===== config.mk =====
export PLATFORM = sky130hd
export DESIGN_NAME = rv32i_mc_control
export DESIGN_NICKNAME = d
export VERILOG_FILES = /design/src/rtl/rv32i_mc_control.sv
export SDC_FILE = /design/constraint.sdc
export NUM_CORES = 1
export LEC_CHECK = 0
export CAP_MARGIN = 5
export CORE_MARGIN = 5
export CORE_UTILIZATION = 50
export CTS_CLUSTER_SIZE = 12
export DETAILED_ROUTE_END_ITERATION = 16
export PLACE_DENSITY = 0.89
export SLEW_MARGIN = 30
export SYNTH_ARGS = -nofsm -noshare
export SYNTH_HDL_FRONTEND = slang
export SYNTH_SLANG_ARGS = --single-unit

===== constraint.sdc =====
create_clock -name clk -period 5.8 [get_ports clk]
set_input_delay 1.74 -clock clk [delete_from_list [all_inputs] [get_ports clk]]
set_output_delay 1.74 -clock clk [all_outputs]
set_load 0.02 [all_outputs]

===== src/rtl/rv32i_mc_control.sv =====
// rv32i_mc_control -- multi-cycle main controller for the RV32I core.
//
// Walks each instruction through FETCH/DECODE/EXEC/MEM/WB and drives the
// unified instruction/data memory port with a valid/ready handshake.
// A wait counter traps requests that stall too long. Illegal opcodes also
// trap. Traps stick until rst. A retired-instruction counter is kept, and a
// run/halt input stops the core at instruction boundaries.
//
// Ports:
//   clk, rst          core clock, synchronous active-high reset
//   run               allows a new instruction to start
//   opcode            IR[6:0] from the datapath (sampled only in DECODE)
//   branch_taken      ALU branch comparison, used in EXEC
//   mem_ready         memory completes the current request this cycle
//   mem_req/mem_we    memory request valid / request is a store
//   mem_addr_sel      0 = PC (fetch), 1 = ALU result (load/store)
//   ir_we, pc_we      instruction register / PC write enables
//   pc_src            00 PC+4, 01 PC+imm, 10 (rs1+imm)&~1
//   alu_src           1 = imm, 0 = rs2
//   alu_opa_pc        ALU operand A is PC (AUIPC)
//   alu_op_main       00 add/I-arith, 01 R/S, 10 JAL, 11 branch
//   imm_type          000 I, 001 S, 010 B, 011 J, 100 U
//   mem_to_reg        00 mem, 01 ALU, 10 PC+4, 11 imm
//   reg_write         rd write enable
//   trap, trap_cause  sticky trap, cause 0 = illegal opcode, 1 = mem timeout
//   state             current FSM state (debug)
//   instret           retired instruction count
module rv32i_mc_control #(
  parameter int unsigned SUPPORT_U   = 1,
  parameter int unsigned MEM_TIMEOUT = 16,
  parameter int unsigned CNT_W       = 32
) (
  input  logic             clk,
  input  logic             rst,
  input  logic             run,
  input  logic [6:0]       opcode,
  input  logic             branch_taken,
  input  logic             mem_ready,
  output logic             mem_req,
  output logic             mem_we,
  output logic             mem_addr_sel,
  output logic             ir_we,
  output logic             pc_we,
  output logic [1:0]       pc_src,
  output logic             alu_src,
  output logic             alu_opa_pc,
  output logic [1:0]       alu_op_main,
  output logic [2:0]       imm_type,
  output logic [1:0]       mem_to_reg,
  output logic             reg_write,
  output logic             trap,
  output logic             trap_cause,
  output logic [2:0]       state,
  output logic [CNT_W-1:0] instret
);

  typedef enum logic [2:0] {
    S_IDLE   = 3'd0,
    S_FETCH  = 3'd1,
    S_DECODE = 3'd2,
    S_EXEC   = 3'd3,
    S_MEM    = 3'd4,
    S_WB     = 3'd5,
    S_TRAP   = 3'd6
  } state_t;

  typedef enum logic [3:0] {
    C_OP, C_OP_IMM, C_LOAD, C_STORE, C_BRANCH,
    C_JAL, C_JALR, C_LUI, C_AUIPC, C_ILLEGAL
  } class_t;

  typedef struct packed {
    class_t     cls;
    logic       alu_src;
    logic       alu_opa_pc;
    logic [1:0] alu_op;
    logic [2:0] imm;
    logic [1:0] m2r;
  } dec_t;

  // The wait counter only has to reach MEM_TIMEOUT-1.
  localparam int unsigned TW = (MEM_TIMEOUT > 1) ? $clog2(MEM_TIMEOUT) : 1;
  localparam logic [TW-1:0] TO_LAST = TW'((MEM_TIMEOUT == 0) ? 0 : MEM_TIMEOUT - 1);

  state_t           state_q, state_d;
  dec_t             dec_d, dec_q;
  logic [TW-1:0]    wait_cnt;
  logic             timeout_hit;
  logic             retire;
  logic             cause_q;
  logic [CNT_W-1:0] instret_q;

  // Opcode decode; only ever captured into dec_q, never drives outputs directly.
  always_comb begin
    dec_d     = '0;
    dec_d.cls = C_ILLEGAL;
    case (opcode)
      7'b0110011: begin
        dec_d.cls = C_OP;     dec_d.alu_op = 2'b01; dec_d.m2r = 2'b01;
      end
      7'b0010011: begin
        dec_d.cls = C_OP_IMM; dec_d.alu_src = 1'b1; dec_d.imm = 3'b000; dec_d.m2r = 2'b01;
      end
      7'b0000011: begin
        dec_d.cls = C_LOAD;   dec_d.alu_src = 1'b1; dec_d.imm = 3'b000; dec_d.m2r = 2'b00;
      end
      7'b0100011: begin
        dec_d.cls = C_STORE;  dec_d.alu_src = 1'b1; dec_d.alu_op = 2'b01; dec_d.imm = 3'b001;
      end
      7'b1100011: begin
        dec_d.cls = C_BRANCH; dec_d.alu_op = 2'b11; dec_d.imm = 3'b010;
      end
      7'b1101111: begin
        dec_d.cls = C_JAL;    dec_d.alu_src = 1'b1; dec_d.alu_op = 2'b10;
        dec_d.imm = 3'b011;   dec_d.m2r = 2'b10;
      end
      7'b1100111: begin
        dec_d.cls = C_JALR;   dec_d.alu_src = 1'b1; dec_d.imm = 3'b000; dec_d.m2r = 2'b10;
      end
      7'b0110111: begin
        if (SUPPORT_U != 0) begin
          dec_d.cls = C_LUI;  dec_d.alu_src = 1'b1; dec_d.imm = 3'b100; dec_d.m2r = 2'b11;
        end
      end
      7'b0010111: begin
        if (SUPPORT_U != 0) begin
          dec_d.cls = C_AUIPC; dec_d.alu_src = 1'b1; dec_d.alu_opa_pc = 1'b1;
          dec_d.imm = 3'b100;  dec_d.m2r = 2'b01;
        end
      end
      default: ;
    endcase
  end

  // mem_ready in the final cycle takes priority over the timeout.
  assign timeout_hit = (MEM_TIMEOUT != 0) && (wait_cnt == TO_LAST) && !mem_ready;

  // State register.
  always_ff @(posedge clk) begin
    if (rst) state_q <= S_IDLE;
    else     state_q <= state_d;
  end

  // Next-state logic.
  always_comb begin
    state_d = state_q;
    retire  = 1'b0;
    case (state_q)
      S_IDLE:   if (run) state_d = S_FETCH;
      S_FETCH: begin
        if (mem_ready)        state_d = S_DECODE;
        else if (timeout_hit) state_d = S_TRAP;
      end
      S_DECODE: state_d = (dec_d.cls == C_ILLEGAL) ? S_TRAP : S_EXEC;
      S_EXEC: begin
        case (dec_q.cls)
          C_BRANCH:        retire  = 1'b1;
          C_LOAD, C_STORE: state_d = S_MEM;
          default:         state_d = S_WB;
        endcase
      end
      S_MEM: begin
        if (mem_ready) begin
          if (dec_q.cls == C_STORE) retire  = 1'b1;
          else                      state_d = S_WB;
        end else if (timeout_hit) begin
          state_d = S_TRAP;
        end
      end
      S_WB:     retire  = 1'b1;
      S_TRAP:   state_d = S_TRAP;
      default:  state_d = S_IDLE;
    endcase
    if (retire) state_d = run ? S_FETCH : S_IDLE;
  end

  // Decode register, wait counter, trap cause and retired-instruction counter.
  always_ff @(posedge clk) begin
    if (rst) begin
      dec_q     <= '0;
      wait_cnt  <= '0;
      cause_q   <= 1'b0;
      instret_q <= '0;
    end else begin
      if (state_q == S_DECODE) dec_q <= dec_d;
      // Any state change clears the counter, which covers entry to FETCH and MEM.
      if (state_d != state_q)          wait_cnt <= '0;
      else if (mem_req && !mem_ready)  wait_cnt <= wait_cnt + TW'(1);
      if (state_q != S_TRAP && state_d == S_TRAP) cause_q <= (state_q != S_DECODE);
      if (retire) instret_q <= instret_q + CNT_W'(1);
    end
  end

  // Output logic: a function of state_q and dec_q only (plus the handshake inputs).
  always_comb begin
    mem_req      = 1'b0;
    mem_we       = 1'b0;
    mem_addr_sel = 1'b0;
    ir_we        = 1'b0;
    pc_we        = 1'b0;
    pc_src       = 2'b00;
    alu_src      = 1'b0;
    alu_opa_pc   = 1'b0;
    alu_op_main  = 2'b00;
    imm_type     = 3'b000;
    mem_to_reg   = 2'b00;
    reg_write    = 1'b0;
    trap         = 1'b0;
    if (state_q == S_EXEC || state_q == S_MEM || state_q == S_WB) begin
      alu_src     = dec_q.alu_src;
      alu_opa_pc  = dec_q.alu_opa_pc;
      alu_op_main = dec_q.alu_op;
      imm_type    = dec_q.imm;
    end
    case (state_q)
      S_FETCH: begin
        mem_req = 1'b1;
        ir_we   = mem_ready;
      end
      S_EXEC: begin
        if (dec_q.cls == C_BRANCH) begin
          pc_we  = 1'b1;
          pc_src = branch_taken ? 2'b01 : 2'b00;
        end
      end
      S_MEM: begin
        mem_req      = 1'b1;
        mem_addr_sel = 1'b1;
        mem_we       = (dec_q.cls == C_STORE);
        pc_we        = (dec_q.cls == C_STORE) && mem_ready;
      end
      S_WB: begin
        reg_write  = 1'b1;
        pc_we      = 1'b1;
        mem_to_reg = dec_q.m2r;
        if (dec_q.cls == C_JAL)       pc_src = 2'b01;
        else if (dec_q.cls == C_JALR) pc_src = 2'b10;
      end
      S_TRAP: trap = 1'b1;
      default: ;
    endcase
  end

  assign trap_cause = cause_q;
  assign state      = state_q;
  assign instret    = instret_q;

endmodule


; ---- Word-level counts from Yosys, hierarchy flattened
; Cells that the tools add are included.
[totals]
reg_bits = 53
input_bits = 12
out_inout_bits = 54
word_cells = 91
[op_classes]
n_addsub = 2
n_eq_ne = 26
mux = 37
reduce_logical = 16
[op_table]
columns = op, n
row1 = case mux 4 bit (9 select lines), 1
row2 = adder 32 x 1 -> 32 bit (second input constant), 1
row3 = two-way mux 3 bit, 8
row4 = equality test 7 x 6 -> 1 bit (second input constant), 3
row5 = equality test 7 bit (second input constant), 3
row6 = case mux 3 bit (7 select lines), 1
row7 = two-way mux 1 bit, 16
row8 = equality test 7 x 5 -> 1 bit (second input constant), 2
row9 = equality test 3 bit (second input constant), 4
row10 = equality test 4 x 3 -> 1 bit (second input constant), 3
row11 = case mux 2 bit (3 select lines), 2
row12 = case mux 3 bit (4 select lines), 1
row13 = OR reduction 2 bit, 6
row14 = equality test 4 x 2 -> 1 bit (second input constant), 2
row15 = equality test 4 bit (second input constant), 2
row16 = two-way mux 2 bit, 4
row17 = equality test 7 x 2 -> 1 bit (second input constant), 1
row18 = OR reduction 7 bit, 1
row19 = equality test 3 x 2 -> 1 bit (second input constant), 2
row20 = case mux 1 bit (3 select lines), 2
row21 = case mux 3 bit (2 select lines), 1
row22 = adder 4 x 1 -> 4 bit (second input constant), 1
row23 = logical AND 1 bit, 4
row24 = case mux 2 bit (2 select lines), 1
row25 = other kinds (8), 9

; ---- Longest topological paths before layout
[depth]
ltp_word = 8
mapped_depth = 8
ltp_nobuf = 6

; ---- Least setup slack after synthesis
; OpenSTA, ideal clock, no wires.
[synth_path]
kind = input to output
from = in branch_taken
to = out pc_src[0]
t_arrival_ns = 2.607
required_ns = 4.060
setup_slack_ns = 1.453
stages = 3
n_path_buf = 0
cell_sequence = nor2b_1 > a22oi_1 > nor4_1
[synth_via]
elab_chain_cells = 3
[synth_lines]
columns = element, line_no
row1 = from (decl), 37  ; input logic branch_taken,
row2 = two-way mux 1 bit, 223  ; pc_src = branch_taken ? 2'b01 : 2'b00;
row3 = two-way mux 1 bit, 221  ; if (dec_q.cls == C_BRANCH) begin
row4 = case mux 2 bit (2 select lines), 215  ; case (state_q)
row5 = to (decl), 44  ; output logic [1:0] pc_src,
; No other way between the ends.

; ---- Worst setup path in the final report
[layout_path]
from = in mem_ready
to = out pc_we
[layout_via]
elab_chain_cells = 2
[layout_lines]
columns = element, line_no
row1 = from (decl), 38  ; input logic mem_ready,
row2 = logical AND 1 bit, 230  ; pc_we = (dec_q.cls == C_STORE) && mem_ready;
row3 = case mux 1 bit (3 select lines), 215
row4 = to (decl), 43  ; output logic pc_we,
; No other way between the ends.

==> results.rst <==
.. list-table::
   :header-rows: 1

   * - Metric
     - Value
   * - Synth async-reset ratio
     - 0%
   * - Placed wire-length estimate
     - 5071 um
   * - Top flip-flop cell by instance count after synthesis
     - sky130_fd_sc_hd__dfxtp_1
   * - Maximum VDD drop
     - 0.1523 mV
   * - Count of instances resized after the clock tree is built
     - 0
   * - Combinational family with the most area after synthesis
     - simple AND/OR/NAND/NOR gates
   * - CP arrival
     - 3440 ps
   * - Setup WS pre-CTS
     - 637.0 ps
   * - Clock-pin slew on the worst setup and hold paths
     - 100 ps
   * - Die height
     - 85.39 um
   * - Post-synthesis cell area
     - 0.002841 mm2
   * - Number of maximum-capacitance constraint violations
     - 0
   * - Number of instances in the synthesized netlist
     - 357
   * - Net Count, Synth
     - 371
   * - Inserted Clock Buffers
     - 5
   * - Post-route DRC
     - 0
   * - Ratio of cells with drive above 1 in the final layout
     - 5.340%
   * - Die area
     - 0.007291 mm2
   * - H-tree depth
     - 2
   * - Final worst slack
     - 623.3 ps
   * - Fin. Hold Viols
     - 0
   * - Pwr Density
     - 227.5 mW/mm2
   * - Final setup fails
     - 0
   * - Number of buffers on the longest clock path
     - 2
   * - Kind of path behind the tightest hold check
     - reg -> reg
   * - Layout Area Growth over Synthesis
     - 28.27%
   * - Share of the clock period used by the worst path
     - 89.25%
   * - Number of enable-type register cells in the synthesized netlist
     - 0
   * - Count of final max-slew check failures
     - 0
   * - Multiplexer share of the synthesized area
     - 0.7045%
   * - Unique cell type count in the Yosys netlist
     - 51
   * - Standard-cell row count
     - 27
   * - Result of the run
     - finished, final reports clean
   * - Final instance area
     - 0.003645 mm2
   * - Total wire length
     - 6985 um
   * - Cts hold-fix bufs
     - 0
   * - Post-DRT Antenna Nets
     - 0
   * - Most common cell in the synthesized netlist
     - sky130_fd_sc_hd__dfxtp_1
   * - Setup clock skew after layout
     - 12.11 ps
   * - Routed wirelength normalized by instance count
     - 14.43 um
   * - Top cells by instance count after synthesis
     - 53 x sky130_fd_sc_hd__dfxtp_1, 43 x sky130_fd_sc_hd__nor2_1, 29 x sky130_fd_sc_hd__a21oi_1
   * - Overall power of the completed layout
     - 0.0008293 W
   * - Root Driver
     - sky130_fd_sc_hd__clkbuf_8
   * - CTS tree
     - built
   * - Clock latency of the later-clocked register in the worst-skew pair
     - 310 ps
   * - Critical path, cell by cell
     - clkdlybuf4s50_1 -> a31o_2 -> or2_2 -> clkdlybuf4s50_1
   * - Wire length of the first global-routing pass
     - 11,820 um
   * - Core region area
     - 0.005507 mm2
   * - Number of primary I/O pins
     - 66
   * - Drt via density
     - 5.738
   * - Leading area contributor after synthesis
     - sky130_fd_sc_hd__dfxtp_1
   * - Synthesized-area fraction occupied by ao, oa, aoi and oai cells
     - 19.46%
   * - Standard cell area after detailed placement
     - 0.003525 mm2
   * - Nature of the critical path endpoint
     - primary output
   * - Simple logic cell fraction of the synthesized area
     - 30.52%
   * - Post-synthesis average cell area
     - 7.959 um2
   * - Highest cell delay on the worst timing path
     - 560 ps
   * - Die outline width
     - 85.39 um
   * - Tightest hold margin
     - 459.0 ps
   * - Critical Path Most Common Cell
     - sky130_fd_sc_hd__clkdlybuf4s50_1
   * - Clock sink count
     - 53
   * - Fraction of synthesized cell area in xor and xnor cells
     - 7.089%
   * - Startpoint types
     - input port
   * - Minimum clock period
     - 5177 ps
   * - Nets@finish
     - 425
   * - RSZ-0062 raised after global routing
     - false
   * - Initial cell density of the core
     - 51.60%
   * - Port buffer count
     - 65
   * - Initial antenna violation count
     - 0
   * - Portion of synthesized cell area occupied by the leading cell type
     - 37.34%
   * - Flip-flop and latch count after synthesis
     - 53
   * - Warning count from the yosys run
     - 0
   * - CP required
     - 4060 ps
   * - Relative slew margins
     - 49.21%
   * - Top cells by area, synth
     - sky130_fd_sc_hd__dfxtp_1 37%, sky130_fd_sc_hd__nor2_1 5.7%, sky130_fd_sc_hd__a21oi_1 5.1%, sky130_fd_sc_hd__xor2_1 4.6%, sky130_fd_sc_hd__o21ai_0 3.5%
   * - Overall overflow remaining after global route
     - 0
   * - Global-route usage over all layers
     - 19.40%
   * - Sequential share of the synthesized area
     - 37.34%
   * - Vias in the first global route
     - 2,606
   * - Maximum clock rate
     - 193.2 MHz
   * - Diode count
     - 0
   * - Crit-path max FO
     - 8
   * - Measured slew at the worst slew-check pin
     - 761.0 ps
   * - Largest net degree at the start of global routing
     - 49
   * - Via count
     - 2,777
   * - Max stage delay cell, worst path
     - sky130_fd_sc_hd__clkdlybuf4s50_1
   * - Detailed Routing Iterations Pass 1
     - 5
   * - # Post-CTS Setup Buffers
     - 0
   * - Cell leakage power
     - 1.194 nW
   * - Arithmetic-cell share of the synthesized area counting full adders, half adders and majority gates
     - 0.8807%
   * - Worst Path Class, Setup
     - in -> out
   * - Gp weighted congestion
     - 0.9089
   * - DRC marker count from the first detailed-route iteration
     - 127
   * - Setup TNS
     - 0 ps
[stage by stage]
stage	std cells	utilization [%]
2_1_floorplan	357	-
3_3_place_gp	476	64.01
3_5_place_dp	476	64.01
4_1_cts	484	66.19
5_1_grt	484	66.19
6_report	484	66.19
[registers in the layout (all words and copies together) (netlist names)]
name / count
state: 3
dec_q: 13
wait_cnt: 4
trap_cause: 1
instret: 32
[path summary, 6_finish.rpt]
check	start	to	slack (ps)	cells after the start
worst min-delay path	dec_q[5]	dec_q[5]	460	2
worst max-delay path	mem_ready	pc_we	620	4
worst max register to register	state[0]	instret[27]	3120	5
worst min register to register	dec_q[5]	dec_q[5]	460	2
[per-layer routing]
metal / global-route usage [%] / up-vias / wire length, um
met1: 24.01 / 1296 / 3023
met2: 33.33 / 85 / 3516
met4: 6.331 / 0 / 72
met5: 0 / - / 0
li1: - / 1391 / -
met3: 4.175 / 5 / 373
[layout make-up]
cell class	count	area [um2]
Sequential cell	53	1061
Multi-Input combinational cell	274	1667
Clock inverter	2	37.54
Clock buffer	6	82.58
Inverter	9	33.78
Timing Repair Buffer	68	673.1
Tap cell	72	90.09
Fill cell	473	1862
[report_power, final]
part | switching, W | internal [W] | leakage [nW] | total (W)
sequential | 0.0000264 | 0.000376 | 0.428 | 0.000403
clock | 0.000122 | 0.000140 | 0.0574 | 0.000262
combinational | 0.0000923 | 0.0000722 | 0.709 | 0.000165
[cells by family after synthesis]
| kind of cell | Yosys count |
|---|---|
| AOI/OAI and AO/OA | 86 |
| xor gates and xnor gates | 23 |
| adders and majority gates | 2 |
| buffers and inverters | 30 |
| DFF | 53 |
| muxes | 2 |
| and+or+nand+nor | 161 |
[cell usage in the layout, fill, tap and decap left out, drive strengths merged, types with 6 or more instances in the layout]
| cell type | n |
|---|---|
| nor2 | 43 |
| clkbuf | 6 |
| and2 | 12 |
| or3 | 15 |
| clkdlybuf4s50 | 65 |
| o2111ai | 7 |
| a21oi | 29 |
| o21ai | 20 |
| nor3 | 9 |
| o211ai | 7 |
| inv | 9 |
| nand2 | 23 |
| dfxtp | 53 |
| xor2 | 15 |
| nand3 | 15 |
| nand4 | 8 |
| xnor2 | 8 |
[critical path, delay by kind of cell]
family                 cells  cell delay, ps
buffers and inverters      2            1090
AOI/OAI and AO/OA          1             260
and+or+nand+nor            1             340
Power figures use the tool's default switching activity.
